## config.mk

```make
export PLATFORM = sky130hd
export DESIGN_NAME = idelay_tap_scanner_flat
export DESIGN_NICKNAME = d
export VERILOG_FILES = /design/src/rtl/idelay_tap_scanner_if.sv /design/src/rtl/idelay_tap_scanner.sv /design/src/flat_wrapper.sv
export SDC_FILE = /design/constraint.sdc
export NUM_CORES = 1
export LEC_CHECK = 0
export ABC_AREA = 1
export CORE_ASPECT_RATIO = 0.8
export CORE_MARGIN = 4
export CORE_UTILIZATION = 30
export DETAILED_ROUTE_END_ITERATION = 10
export GPL_ROUTABILITY_DRIVEN = 0
export GPL_TIMING_DRIVEN = 1
export PLACE_DENSITY = 0.57
export SLEW_MARGIN = 25
export SYNTH_ARGS = -nofsm -noshare
export SYNTH_HDL_FRONTEND = slang
export SYNTH_SLANG_ARGS = --single-unit
```

## constraint.sdc

```tcl
create_clock -name clk -period 3.5 [get_ports clk]
set_clock_uncertainty 0.05 [all_clocks]
set_input_delay 0.7 -clock clk [delete_from_list [all_inputs] [get_ports clk]]
set_output_delay 0.7 -clock clk [all_outputs]
set_load 0.1 [all_outputs]
```

## src/rtl/idelay_tap_scanner_if.sv

```systemverilog
`default_nettype none
// ============================================================================
// Module   : idelay_tap_scanner_if
// Brief    : Control, result and IDELAYE2 pin bundle for idelay_tap_scanner.
// Revision : 1.0 - initial release
// ============================================================================
interface idelay_tap_scanner_if #(
    parameter int SAMPLES = 16
) ();
    localparam int CW = $clog2(SAMPLES + 1);

    logic          cal_rdy;
    logic          start;
    logic          dly_q;
    logic [4:0]    dly_cntvalue;
    logic          dly_ld;
    logic          busy;
    logic          res_valid;
    logic [4:0]    res_tap;
    logic [CW-1:0] res_ones;
    logic          done;
    logic          aborted;
    logic          edge_found;
    logic [4:0]    edge_tap;

    modport master (
        output cal_rdy, start, dly_q,
        input  dly_cntvalue, dly_ld, busy, res_valid, res_tap, res_ones,
               done, aborted, edge_found, edge_tap
    );

    modport slave (
        input  cal_rdy, start, dly_q,
        output dly_cntvalue, dly_ld, busy, res_valid, res_tap, res_ones,
               done, aborted, edge_found, edge_tap
    );
endinterface
`default_nettype wire

```

## src/rtl/idelay_tap_scanner.sv

```systemverilog
`default_nettype none
// ============================================================================
// Module   : idelay_tap_scanner
// Brief    : Steps an IDELAYE2 through all 32 taps, counts sampled ones per tap
//            and reports the first tap whose majority level differs from tap 0.
// Revision : 1.0 - initial release
// ============================================================================
module idelay_tap_scanner #(
    parameter int SETTLE_CYCLES = 8,
    parameter int SAMPLES       = 16
) (
    input  logic                  clk,
    input  logic                  rst_n,
    idelay_tap_scanner_if.slave   bus
);
    localparam int              CW            = $clog2(SAMPLES + 1);
    localparam logic [8:0]      c_settle_last = 9'(SETTLE_CYCLES - 1);
    localparam logic [8:0]      c_sample_last = 9'(SAMPLES - 1);
    localparam logic [CW-1:0]   c_half        = CW'(SAMPLES / 2);
    localparam logic [4:0]      c_last_tap    = 5'd31;

    typedef enum logic [2:0] {
        S_IDLE   = 3'd0,
        S_LOAD   = 3'd1,
        S_SETTLE = 3'd2,
        S_SAMPLE = 3'd3,
        S_REPORT = 3'd4,
        S_FINISH = 3'd5,
        S_ABORT  = 3'd6
    } state_t;

    state_t        r_state;
    state_t        w_state_nxt;
    logic [1:0]    r_sync;
    logic [8:0]    r_cnt;
    logic [CW-1:0] r_ones;
    logic [4:0]    r_tap;
    logic          r_ref_level;
    logic          r_edge_found;
    logic [4:0]    r_edge_tap;

    logic          w_accept;
    logic          w_cal_lost;
    logic          w_level;
    logic          w_report;
    logic          w_busy;
    logic          w_ld;
    logic          w_done;
    logic          w_aborted;

    // dly_q has no fixed phase relation to clk, so only r_sync[1] is used
    always_ff @(posedge clk or negedge rst_n) begin
        if (!rst_n) begin
            r_sync <= 2'b00;
        end else begin
            r_sync <= {r_sync[0], bus.dly_q};
        end
    end

    always_ff @(posedge clk or negedge rst_n) begin
        if (!rst_n) begin
            r_state <= S_IDLE;
        end else begin
            r_state <= w_state_nxt;
        end
    end

    always_comb begin
        w_state_nxt = r_state;
        w_accept    = 1'b0;
        w_cal_lost  = 1'b0;
        w_report    = 1'b0;
        w_busy      = 1'b0;
        w_ld        = 1'b0;
        w_done      = 1'b0;
        w_aborted   = 1'b0;
        w_level     = (r_ones > c_half);

        case (r_state)
            S_IDLE: begin
                if (bus.start && bus.cal_rdy) begin
                    w_accept    = 1'b1;
                    w_state_nxt = S_LOAD;
                end
            end
            S_LOAD: begin
                w_busy      = 1'b1;
                w_ld        = 1'b1;
                w_state_nxt = S_SETTLE;
            end
            S_SETTLE: begin
                w_busy = 1'b1;
                if (r_cnt == c_settle_last) begin
                    w_state_nxt = S_SAMPLE;
                end
            end
            S_SAMPLE: begin
                w_busy = 1'b1;
                if (r_cnt == c_sample_last) begin
                    w_state_nxt = S_REPORT;
                end
            end
            S_REPORT: begin
                w_busy      = 1'b1;
                w_report    = bus.cal_rdy;
                w_state_nxt = (r_tap == c_last_tap) ? S_FINISH : S_LOAD;
            end
            S_FINISH: begin
                w_done      = 1'b1;
                w_state_nxt = S_IDLE;
            end
            S_ABORT: begin
                w_done      = 1'b1;
                w_aborted   = 1'b1;
                w_state_nxt = S_IDLE;
            end
            default: begin
                w_state_nxt = S_IDLE;
            end
        endcase

        // Losing calibration overrides every active step, including REPORT
        if (w_busy && !bus.cal_rdy) begin
            w_cal_lost  = 1'b1;
            w_state_nxt = S_ABORT;
        end
    end

    always_ff @(posedge clk or negedge rst_n) begin
        if (!rst_n) begin
            r_cnt        <= '0;
            r_ones       <= '0;
            r_tap        <= '0;
            r_ref_level  <= 1'b0;
            r_edge_found <= 1'b0;
            r_edge_tap   <= '0;
        end else begin
            case (r_state)
                S_IDLE: begin
                    if (w_accept) begin
                        r_tap        <= '0;
                        r_edge_found <= 1'b0;
                        r_edge_tap   <= '0;
                    end
                end
                S_LOAD: begin
                    r_cnt  <= '0;
                    r_ones <= '0;
                end
                S_SETTLE: begin
                    r_cnt <= (r_cnt == c_settle_last) ? 9'd0 : r_cnt + 9'd1;
                end
                S_SAMPLE: begin
                    r_cnt <= r_cnt + 9'd1;
                    if (r_sync[1]) begin
                        r_ones <= r_ones + CW'(1);
                    end
                end
                S_REPORT: begin
                    if (w_report) begin
                        if (r_tap == 5'd0) begin
                            r_ref_level <= w_level;
                        end else if (!r_edge_found && (w_level != r_ref_level)) begin
                            r_edge_found <= 1'b1;
                            r_edge_tap   <= r_tap;
                        end
                        if (r_tap != c_last_tap) begin
                            r_tap <= r_tap + 5'd1;
                        end
                    end
                end
                default: begin
                end
            endcase

            if (w_cal_lost) begin
                r_tap        <= '0;
                r_edge_found <= 1'b0;
                r_edge_tap   <= '0;
            end
        end
    end

    assign bus.dly_cntvalue = r_tap;
    assign bus.dly_ld       = w_ld;
    assign bus.busy         = w_busy;
    assign bus.res_valid    = w_report;
    assign bus.res_tap      = r_tap;
    assign bus.res_ones     = r_ones;
    assign bus.done         = w_done;
    assign bus.aborted      = w_aborted;
    assign bus.edge_found   = r_edge_found;
    assign bus.edge_tap     = r_edge_tap;

endmodule
`default_nettype wire

```

## src/flat_wrapper.sv

```systemverilog
// flat-port wrapper written by rule: the top's interface ports become plain ports
module idelay_tap_scanner_flat 
#(
    parameter int SETTLE_CYCLES = 8,
    parameter int SAMPLES       = 16
)
  (clk, rst_n, bus_cal_rdy, bus_start, bus_dly_q, bus_dly_cntvalue, bus_dly_ld, bus_busy, bus_res_valid, bus_res_tap, bus_res_ones, bus_done, bus_aborted, bus_edge_found, bus_edge_tap);
  idelay_tap_scanner_if #(.SAMPLES(SAMPLES)) bus_i ();
  input  logic clk;
  input  logic rst_n;
  input wire logic [$bits(bus_i.cal_rdy)-1:0] bus_cal_rdy;
  input wire logic [$bits(bus_i.start)-1:0] bus_start;
  input wire logic [$bits(bus_i.dly_q)-1:0] bus_dly_q;
  output wire logic [$bits(bus_i.dly_cntvalue)-1:0] bus_dly_cntvalue;
  output wire logic [$bits(bus_i.dly_ld)-1:0] bus_dly_ld;
  output wire logic [$bits(bus_i.busy)-1:0] bus_busy;
  output wire logic [$bits(bus_i.res_valid)-1:0] bus_res_valid;
  output wire logic [$bits(bus_i.res_tap)-1:0] bus_res_tap;
  output wire logic [$bits(bus_i.res_ones)-1:0] bus_res_ones;
  output wire logic [$bits(bus_i.done)-1:0] bus_done;
  output wire logic [$bits(bus_i.aborted)-1:0] bus_aborted;
  output wire logic [$bits(bus_i.edge_found)-1:0] bus_edge_found;
  output wire logic [$bits(bus_i.edge_tap)-1:0] bus_edge_tap;
  assign bus_i.cal_rdy = bus_cal_rdy;
  assign bus_i.start = bus_start;
  assign bus_i.dly_q = bus_dly_q;
  assign bus_dly_cntvalue = bus_i.dly_cntvalue;
  assign bus_dly_ld = bus_i.dly_ld;
  assign bus_busy = bus_i.busy;
  assign bus_res_valid = bus_i.res_valid;
  assign bus_res_tap = bus_i.res_tap;
  assign bus_res_ones = bus_i.res_ones;
  assign bus_done = bus_i.done;
  assign bus_aborted = bus_i.aborted;
  assign bus_edge_found = bus_i.edge_found;
  assign bus_edge_tap = bus_i.edge_tap;
  idelay_tap_scanner #(.SETTLE_CYCLES(SETTLE_CYCLES), .SAMPLES(SAMPLES)) u_core (.clk(clk), .rst_n(rst_n), .bus(bus_i));
endmodule
```

==> metrics.csv <==
metric,value,unit
syn_area,1780,sq um
fin_cells,351,
r2r_cells,6,
io_buffers,30,
cp_slowest_cell,clkdlybuf4s50_1,
fin_crit_sh,73.4,%
p_comb_share,49.5,%
cap_viol_max_count,0,
timing_worst_setup_path_type,in -> out,
htreeDepth,2,
avgSynthCellArea,7.47,sq um
vdd_drop_max,0.000686,V
final_max_slew_viol_count,0,
seqPwrFrac,28.9,%
cts_tree,done,
r2r_slack,1.82,ns
switching_share,50.3,%
crit_path_cell_trace,clkdlybuf4s50_1 > inv_1 > nor2_4 > buf_12,
cts.sinks,31,
met3_length,215,um
start_util,31.8,%
p_int,0.848,mW
postRouteAntennaNets,0,
vias_per_cell,4.41,
drtIter0Drc,72,
relSlewSlack,35.4,%
crit_path_end_kind,output pin,
avgRoutedWirePerCell,11.4,um
grt_overflow,0,
required,2.75,ns
grt_pass1_wl,6.90,mm
rows,24,
cp-start-kind,input port,
vias,1549,
post-cts-setup-buffers,0,
synth_warnings,0,
worst_path_largest_cell_delay,0.54,ns
die_h,77.0,um
grt_setup_unrepaired,no,
numCtsBuffers,5,
synth-seq-cells,31,
grt_pass1_vias,1431,
worstPathMaxFanout,7,
hold_class,reg -> reg,
synth_area_leaders,"dfrtp_1 (43%), nand2_1 (12%), nor2_1 (7.8%)",
dp_hpwl,3.05,mm
powerDensity,763,nW/um^2
layout-drive-gt1-share,14.3,%
cts_hold_buf,0,
holdPathStages,0,
grt_max_degree,32,
clkLatencyLatePin,0.28,ns
highest_layer,met4,
antenna_cells,0,
pwr-share-clk,21.6,%
min_to,u_core.r_sync[1],
dp_cells,343,
fin_crit,2.57,ns
clockBufferDepth,2,
synth_top_cell_by_area,dfrtp_1,
finalSetupViolCount,0,
synth.distinct_cells,23,
ctsResizeCount,0,
max_freq,389,MHz
reg2reg_from,u_core.r_state[1],
synth_top_area_share,43.5,%
tns,0,ns
core_area,5620,sq um
routed_wirelength,4.00,mm
cts-root-buf,clkbuf_8,
ioPinCount,31,
p_leak,1.13,nW
die_w,94.2,um
ys_seq_area_share,43.5,%
min_from,u_core.r_sync[0],
r2r-end,u_core.bus.dly_cntvalue[2],
grtUsageTotal,11.9,%
drc,0,
dieArea,7250,sq um
hold_violations,0,
wl_met1,2.08,mm
nets,283,
drt_pre_antenna_iters,4,
area_growth,25.4,%
antenna_found_initial,0,
clk_pin_slew,0.07,ns
synth_nets,250,
fillers,610,
worst_pin_slew,0.966,ns
dr_wl_met2,1.67,mm
p_sw,0.859,mW
crit_arrival,1.82,ns
syn_inst,239,
status,"finished, final reports clean",
-- layer usage --
layer  global-route usage, %  vias up
li1                        -      820
met1                    17.9      698
met2                    16.6       29
met3                    2.94        2
met4                    3.90        0
met5                       0        -
-- power groups by stage --
stage               registers (mW)  logic, mW  clock network, mW
finish                       0.493      0.846              0.369
floorplan                    0.592      0.558                  0
global placement             0.498      0.844                  0
global route                 0.506      0.925              0.398
detailed placement           0.497      0.846                  0
CTS                          0.492      0.848              0.382
-- cell usage in the layout, fill, tap and decap left out --
master / n
a31oi_1: 2
nor2_1: 37
buf_4: 18
o211ai_1: 3
nand2_2: 2
clkbuf_8: 6
nand3_1: 15
nor3_2: 2
buf_12: 1
o21ai_1: 1
a21oi_1: 6
clkinv_2: 1
nand4_1: 5
bufinv_16: 1
or2_2: 1
o21ai_0: 15
dfrtp_1: 31
o21ai_4: 1
nand2_1: 57
ha_1: 6
a21oi_2: 1
inv_2: 2
nor2_4: 3
clkdlybuf4s50_1: 12
xnor2_1: 1
xor2_1: 2
nor3_1: 5
inv_1: 36
-- final cells by class --
type,instances,area [sq um],share of cell area (%)
Tap cell,78,97.6,4.36
Clock buffer,6,82.6,3.69
Multi-Input combinational cell,165,828,37.0
Clock inverter,2,35.0,1.57
Inverter,38,143,6.38
Sequential cell,31,776,34.7
Timing Repair Buffer,31,275,12.3
-- worst max-delay path by stage --
stage | slack (ns) | cells after the start | from | endpoint
2_1_floorplan | 0.13 | 2 | u_core.r_state[1] | bus_aborted
3_3_place_gp | 0.94 | 4 | bus_cal_rdy | bus_res_valid
3_5_place_dp | 0.92 | 4 | bus_cal_rdy | bus_res_valid
4_1_cts | 0.92 | 4 | bus_cal_rdy | bus_res_valid
5_1_grt | 0.86 | 4 | bus_cal_rdy | bus_res_valid
6_report | 0.93 | 4 | bus_cal_rdy | bus_res_valid
-- state kept, by name, indices dropped and copies added (netlist names) --
signal / flops
u_core.r_cnt: 9
u_core.bus.dly_cntvalue: 5
u_core.bus.edge_tap: 5
u_core.bus.res_ones: 5
u_core.r_state: 3
u_core.r_sync: 2
u_core.bus.edge_found: 1
u_core.r_ref_level: 1
-- stage by stage --
stage               area (sq um)  total power, mW  setup WS, ns  utilization [%]  hold WS, ns
floorplan                   1780             1.15         0.135                -        0.281
global placement            2120             1.34         0.938             37.7        0.293
detailed placement          2120             1.34         0.925             37.7        0.286
CTS                         2240             1.72         0.923             39.8        0.303
global route                2240             1.83         0.863             39.8        0.309
finish                      2240             1.71         0.932             39.8        0.301
-- logic make-up after synthesis --
logic type               Yosys count  share of synthesized area, %
adder cells (fa/ha/maj)            6                          4.21
buffers and inverters             43                          10.1
AO/OA/AOI/OAI                     29                          9.54
flip-flops                        31                          43.5
XOR/XNOR                           3                          1.47
AND/OR/NAND/NOR                  127                          31.2
-- cells in the mapped netlist (all sizes together) --
| cell type | number |
|---|---|
| xnor2 | 1 |
| buf | 5 |
| a21oi | 7 |
| xor2 | 2 |
| or2 | 1 |
| nand4 | 5 |
| o211ai | 3 |
| o21ai | 17 |
| dfrtp | 31 |
| inv | 38 |
| nand2 | 59 |
| nor3 | 7 |
| ha | 6 |
| nor2 | 40 |
| nand3 | 15 |
| a31oi | 2 |
-- worst max-delay path: cells and delay by family --
kind | cells | cell delay (ns)
buffers and inverters | 3 | 0.87
and+or+nand+nor | 1 | 0.24
(Power assumes the default switching activity.)
